### src/rtl/efuse_aen_seq.sv
// efuse_aen_seq: sequences one timed AEN strobe (setup/strobe/hold) per selected bit of an eFuse word,
// with manual AEN passthrough when idle and no valid mode is selected.
module efuse_aen_seq #(
    parameter int ADDR_W = 8,
    parameter int DATA_W = 8,
    parameter int CNT_W  = 10,
    localparam int BIT_W = $clog2(DATA_W)
) (
    input  logic              clk,
    input  logic              rst,
    input  logic [CNT_W-1:0]  cfg_tsu,
    input  logic [CNT_W-1:0]  cfg_tpgm,
    input  logic [CNT_W-1:0]  cfg_trd,
    input  logic [CNT_W-1:0]  cfg_thd,
    input  logic              refresh,
    input  logic              pgmen,
    input  logic              rden,
    input  logic              aen_manual,
    input  logic              abort,
    input  logic [ADDR_W-1:0] addr,
    input  logic [DATA_W-1:0] wdata,
    output logic              efuse_aen,
    output logic [ADDR_W-1:0] efuse_addr,
    output logic [BIT_W-1:0]  efuse_bitsel,
    output logic              busy,
    output logic              done,
    output logic              err,
    output logic [BIT_W:0]    pulse_cnt
);
    typedef enum logic [2:0] {IDLE, SEL, SETUP, STROBE, HOLD} state_t;

    state_t            state_q;
    logic [CNT_W-1:0]  cnt_q, tsu_q, tstb_q, thd_q;
    logic [DATA_W-1:0] mask_q;
    logic [ADDR_W-1:0] addr_q;
    logic [BIT_W-1:0]  bitsel_q, low_bit;
    logic [BIT_W:0]    pcnt_q;
    logic              aen_q, done_q, err_q, last;

    function automatic logic [CNT_W-1:0] at_least_1(input logic [CNT_W-1:0] v);
        return (v == '0) ? CNT_W'(1) : v;
    endfunction

    // lowest set bit of the remaining mask
    always_comb begin
        low_bit = '0;
        for (int i = DATA_W - 1; i >= 0; i--)
            if (mask_q[i]) low_bit = BIT_W'(i);
    end

    assign last = cnt_q == CNT_W'(1);

    always_ff @(posedge clk) begin
        if (rst) begin
            state_q  <= IDLE;
            cnt_q    <= '0;
            tsu_q    <= '0;
            tstb_q   <= '0;
            thd_q    <= '0;
            mask_q   <= '0;
            addr_q   <= '0;
            bitsel_q <= '0;
            pcnt_q   <= '0;
            aen_q    <= 1'b0;
            done_q   <= 1'b0;
            err_q    <= 1'b0;
        end else begin
            // AEN trails the FSM by one register stage; abort kills it on the same edge
            aen_q <= (state_q != IDLE) ? (state_q == STROBE && !abort) : (pgmen == rden && aen_manual);
            if (state_q != IDLE && abort) begin
                state_q <= IDLE;
                err_q   <= 1'b1;
            end else begin
                case (state_q)
                    IDLE: if (refresh) begin
                        if (pgmen ^ rden) begin
                            state_q <= SEL;
                            addr_q  <= addr;
                            tsu_q   <= at_least_1(cfg_tsu);
                            tstb_q  <= at_least_1(pgmen ? cfg_tpgm : cfg_trd);
                            thd_q   <= at_least_1(cfg_thd);
                            mask_q  <= pgmen ? wdata : '1;
                            done_q  <= 1'b0;
                            err_q   <= 1'b0;
                            pcnt_q  <= '0;
                        end else begin
                            err_q <= 1'b1;
                        end
                    end
                    SEL: if (mask_q == '0) begin
                        state_q <= IDLE;
                        done_q  <= 1'b1;
                    end else begin
                        state_q  <= SETUP;
                        bitsel_q <= low_bit;
                        mask_q   <= mask_q & ~(DATA_W'(1) << low_bit);
                        cnt_q    <= tsu_q;
                    end
                    SETUP: if (last) begin
                        state_q <= STROBE;
                        cnt_q   <= tstb_q;
                        pcnt_q  <= pcnt_q + (BIT_W+1)'(1);
                    end else begin
                        cnt_q <= cnt_q - CNT_W'(1);
                    end
                    STROBE: if (last) begin
                        state_q <= HOLD;
                        cnt_q   <= thd_q;
                    end else begin
                        cnt_q <= cnt_q - CNT_W'(1);
                    end
                    HOLD: if (last) begin
                        state_q <= SEL;
                    end else begin
                        cnt_q <= cnt_q - CNT_W'(1);
                    end
                    default: state_q <= IDLE;
                endcase
            end
        end
    end

    assign efuse_aen    = aen_q;
    assign efuse_addr   = addr_q;
    assign efuse_bitsel = bitsel_q;
    assign busy         = state_q != IDLE;
    assign done         = done_q;
    assign err          = err_q;
    assign pulse_cnt    = pcnt_q;
endmodule

### config.mk
export PLATFORM = sky130hd
export DESIGN_NAME = efuse_aen_seq
export DESIGN_NICKNAME = d
export VERILOG_FILES = /design/src/rtl/efuse_aen_seq.sv
export SDC_FILE = /design/constraint.sdc
export NUM_CORES = 1
export LEC_CHECK = 0
export CORE_MARGIN = 2
export CORE_UTILIZATION = 54
export DETAILED_ROUTE_END_ITERATION = 10
export PLACE_DENSITY = 0.88
export SETUP_SLACK_MARGIN = 0.4
export SLEW_MARGIN = 20
export SYNTH_ARGS = -nofsm -noshare
export SYNTH_HDL_FRONTEND = slang
export SYNTH_SLANG_ARGS = --single-unit
### constraint.sdc
create_clock -name clk -period 5.6 [get_ports clk]
set_input_delay 1.12 -clock clk [delete_from_list [all_inputs] [get_ports clk]]
set_output_delay 1.12 -clock clk [all_outputs]
set_load 0.05 [all_outputs]
==> impl_metrics.json <==
{
  "outcome": "finished, final reports clean",
  "rsz0062_at_grt": "no",
  "p_comb_share_pct": 20.1,
  "syn-num-nets": 485,
  "finalWirelength_mm": 9.21,
  "met1_usage_pct": 32.9,
  "share_seq_of_total_power_pct": 39.0,
  "netlist-cell-type-count": 50,
  "antenna_left": 0,
  "drive_gt1_share_pct": 5.98,
  "slew_headroom_pct": 37.7,
  "grt_overflow": 0,
  "synth-simple-area-share_pct": 24.3,
  "async_reset_ff_share_pct": 0,
  "synth_area_leaders": "dfxtp_1, mux2i_1, nand2_1",
  "ys_seq_area_share_pct": 40.1,
  "cts_buffers": 9,
  "grt_pass1_vias": 3257,
  "routabilityCongestion": 0.862,
  "clk_latency_ns": 0.34,
  "final_core_util_pct": 72.6,
  "startpoint_type": "primary input",
  "cp.required_ns": 5.86,
  "syn_area_um2": 3440,
  "swShare_pct": 27.2,
  "nets": 546,
  "p_int_mw": 1.03,
  "grt_pass1_wl_mm": 15.0,
  "cts_tree": "built",
  "crit_type": "in -> reg",
  "synthCells": 419,
  "cts_buffer_depth": 2,
  "routedWlPerCell_um": 16.4,
  "portBuffers": 81,
  "io_pins": 82,
  "grt_start_max_net_pins": 71,
  "setup_violations": 0,
  "post_cts_resized": 0,
  "synthMuxAreaShare_pct": 6.72,
  "power.density_nw_per_um2": 314,
  "synth_edf_count": 0,
  "worstPathCellList": "clkdlybuf4s50_1 > xnor2_1 > or2_2 > a21oi_1 > a31o_2 > a211oi_1",
  "ir_worst_vdd_mv": 0.236,
  "cpPeakStageDelay_ns": 0.77,
  "dieArea_um2": 7030,
  "total_power_mw": 1.42,
  "fp-row-count": 29,
  "dieWidth_um": 83.9,
  "start_util_pct": 55.2,
  "h-tree-depth": 3,
  "vias": 3435,
  "drc": 0,
  "synth_compound_area_share_pct": 19.9,
  "yosysWarningCount": 0,
  "cts_setup_buffers": 0,
  "antenna_found_initial": 0,
  "fin_setup_tns_ns": 0,
  "slew_viol_final": 0,
  "leakage_nw": 1.57,
  "grt_use_total_pct": 26.2,
  "path_buf_inv": 1,
  "placed_cell_area_um2": 4240,
  "drt_iter0_drc": 385,
  "viasPerCell": 6.11,
  "synthFlopType": "dfxtp_1",
  "worstSetupEndpointType": "flop",
  "area_growth_pct": 31.6,
  "hold_class": "reg -> reg",
  "max_cap_viol_count": 0,
  "cp_top_family": "buffers and inverters",
  "tightest_slew_ns": 0.911,
  "synth_top_area_cell": "dfxtp_1",
  "dr.pass1.iters": 5,
  "synth.avg_cell_area_um2": 8.22,
  "fillers": 462,
  "slowest_stage": "clkdlybuf4s50_1",
  "clk_pin_slew_ns": 0.08,
  "fin_crit_ns": 3.50,
  "finalCritPeriodShare_pct": 62.6,
  "synthAdderAreaFrac_pct": 1.09,
  "cts.sinks": 69,
  "cp_max_fo": 41,
  "synth_top_family_by_area": "simple AND/OR/NAND/NOR gates",
  "final_area_um2": 4530,
  "p_sw_mw": 0.387,
  "die_h_um": 83.9,
  "finalHoldViolCount": 0,
  "gr-usage-met2_pct": 45.5,
  "synth_xor_xnor_area_share_pct": 3.05,
  "use_met3_pct": 3.36,
  "max_freq_mhz": 285,
  "hpwl_mm": 6.19,
  "instances_no_fill": 562,
  "hold_buffers": 0,
  "grt_busiest_layer": "met2",
  "synth-seq-cells": 69,
  "critPathArrivalTime_ns": 3.77,
  "synth_top_area_share_pct": 40.1,
  "n_antenna_cell": 0,
  "dp.cells": 546,
  "core_area_um2": 6240,
  "ctsRootBufferMaster": "clkbuf_8",
  "p_clk_share_pct": 41.0,
  "finClkSkew_ns": 0.0100
}
## through the flow
| step | setup WS (ns) | hold slack, ns |
|---|---|---|
| after CTS | 2.10 | 0.459 |
| after global placement | 1.82 | 0.442 |
| after detailed placement | 1.74 | 0.448 |
| final | 2.10 | 0.456 |
| after global routing | 1.87 | 0.485 |
| after floorplan | 3.05 | 0.436 |
## metal layers
metal  vias to the layer above  wire [um]
met1                      1604       3920
met4                         0        232
met5                         -          0
met2                       149       4590
met3                        27        469
li1                       1655          -
## registers in the layout, summed over array words and instances, names as in the netlist
name / cells
cnt_q: 10
thd_q: 10
tstb_q: 10
tsu_q: 10
efuse_addr: 8
mask_q: 8
pulse_cnt: 4
efuse_bitsel: 3
state_q: 3
done: 1
efuse_aen: 1
err: 1
## final timing paths
check / startpoint / to / slack [ns] / depth (start not counted)
setup / recovery: pgmen / mask_q[7] / 2.10 / 6
hold / removal: tsu_q[9] / tsu_q[9] / 0.46 / 2
setup reg to reg: state_q[0] / cnt_q[0] / 2.44 / 5
hold reg to reg: tsu_q[9] / tsu_q[9] / 0.46 / 2
## cell usage in the layout, fill, tap and decap left out, types with 9 or more instances in the layout
cell / count
clkdlybuf4s50_1: 80
dfxtp_1: 69
nand2_1: 56
nor2_1: 42
nor3_1: 32
a21oi_1: 31
a211oi_1: 22
mux2i_1: 22
nor4_1: 11
clkbuf_8: 9
## power by group through the flow
stage	combinational (mW)	clock (mW)	sequential, mW
after CTS	0.281	0.582	0.553
after global placement	0.271	0	0.562
after floorplan	0.165	0	0.575
final	0.285	0.583	0.554
after global routing	0.308	0.602	0.558
after detailed placement	0.277	0	0.564
## cells by family (layout without fill, tap and decap cells)
family	Yosys count	count (layout)
buffers and inverters	42	108
multiplexers	23	23
AO/OA/AOI/OAI	98	98
flip-flops	69	69
XOR/XNOR	12	12
AND/OR/NAND/NOR	172	172
adder cells (fa/ha/maj)	3	3
## cell usage after synthesis (5+ instances only)
| master | instances |
|---|---|
| dfxtp_1 | 69 |
| nand2_1 | 56 |
| xnor2_1 | 7 |
| nor4_1 | 11 |
| a21oi_1 | 31 |
| a32o_1 | 8 |
| nand3_1 | 5 |
| clkbuf_1 | 27 |
| o21ai_0 | 8 |
| a211oi_1 | 22 |
| buf_2 | 6 |
| o221ai_1 | 7 |
| nor2_1 | 42 |
| nor3_1 | 33 |
| inv_1 | 8 |
| xor2_1 | 5 |
| mux2i_1 | 22 |
## final cells by class
cell class                      count  area [um^2]  share of cell area [%]
Clock buffer                       10          128                    2.82
Tap cell                           77         96.3                    2.13
Timing Repair Buffer               83          821                    18.1
Multi-Input combinational cell    308         1910                    42.2
Inverter                            9         33.8                   0.745
Clock inverter                      6          159                    3.51
Sequential cell                    69         1380                    30.5
## worst reg2reg max path: stages (launching register included)
cell and delay (ns):
dfxtp_1 0.87, clkinv_1 0.46, a2111oi_0 0.88, nor3_4 0.26, a2111oi_1 0.44, a211oi_1 0.11
(Power assumes the default switching activity.)
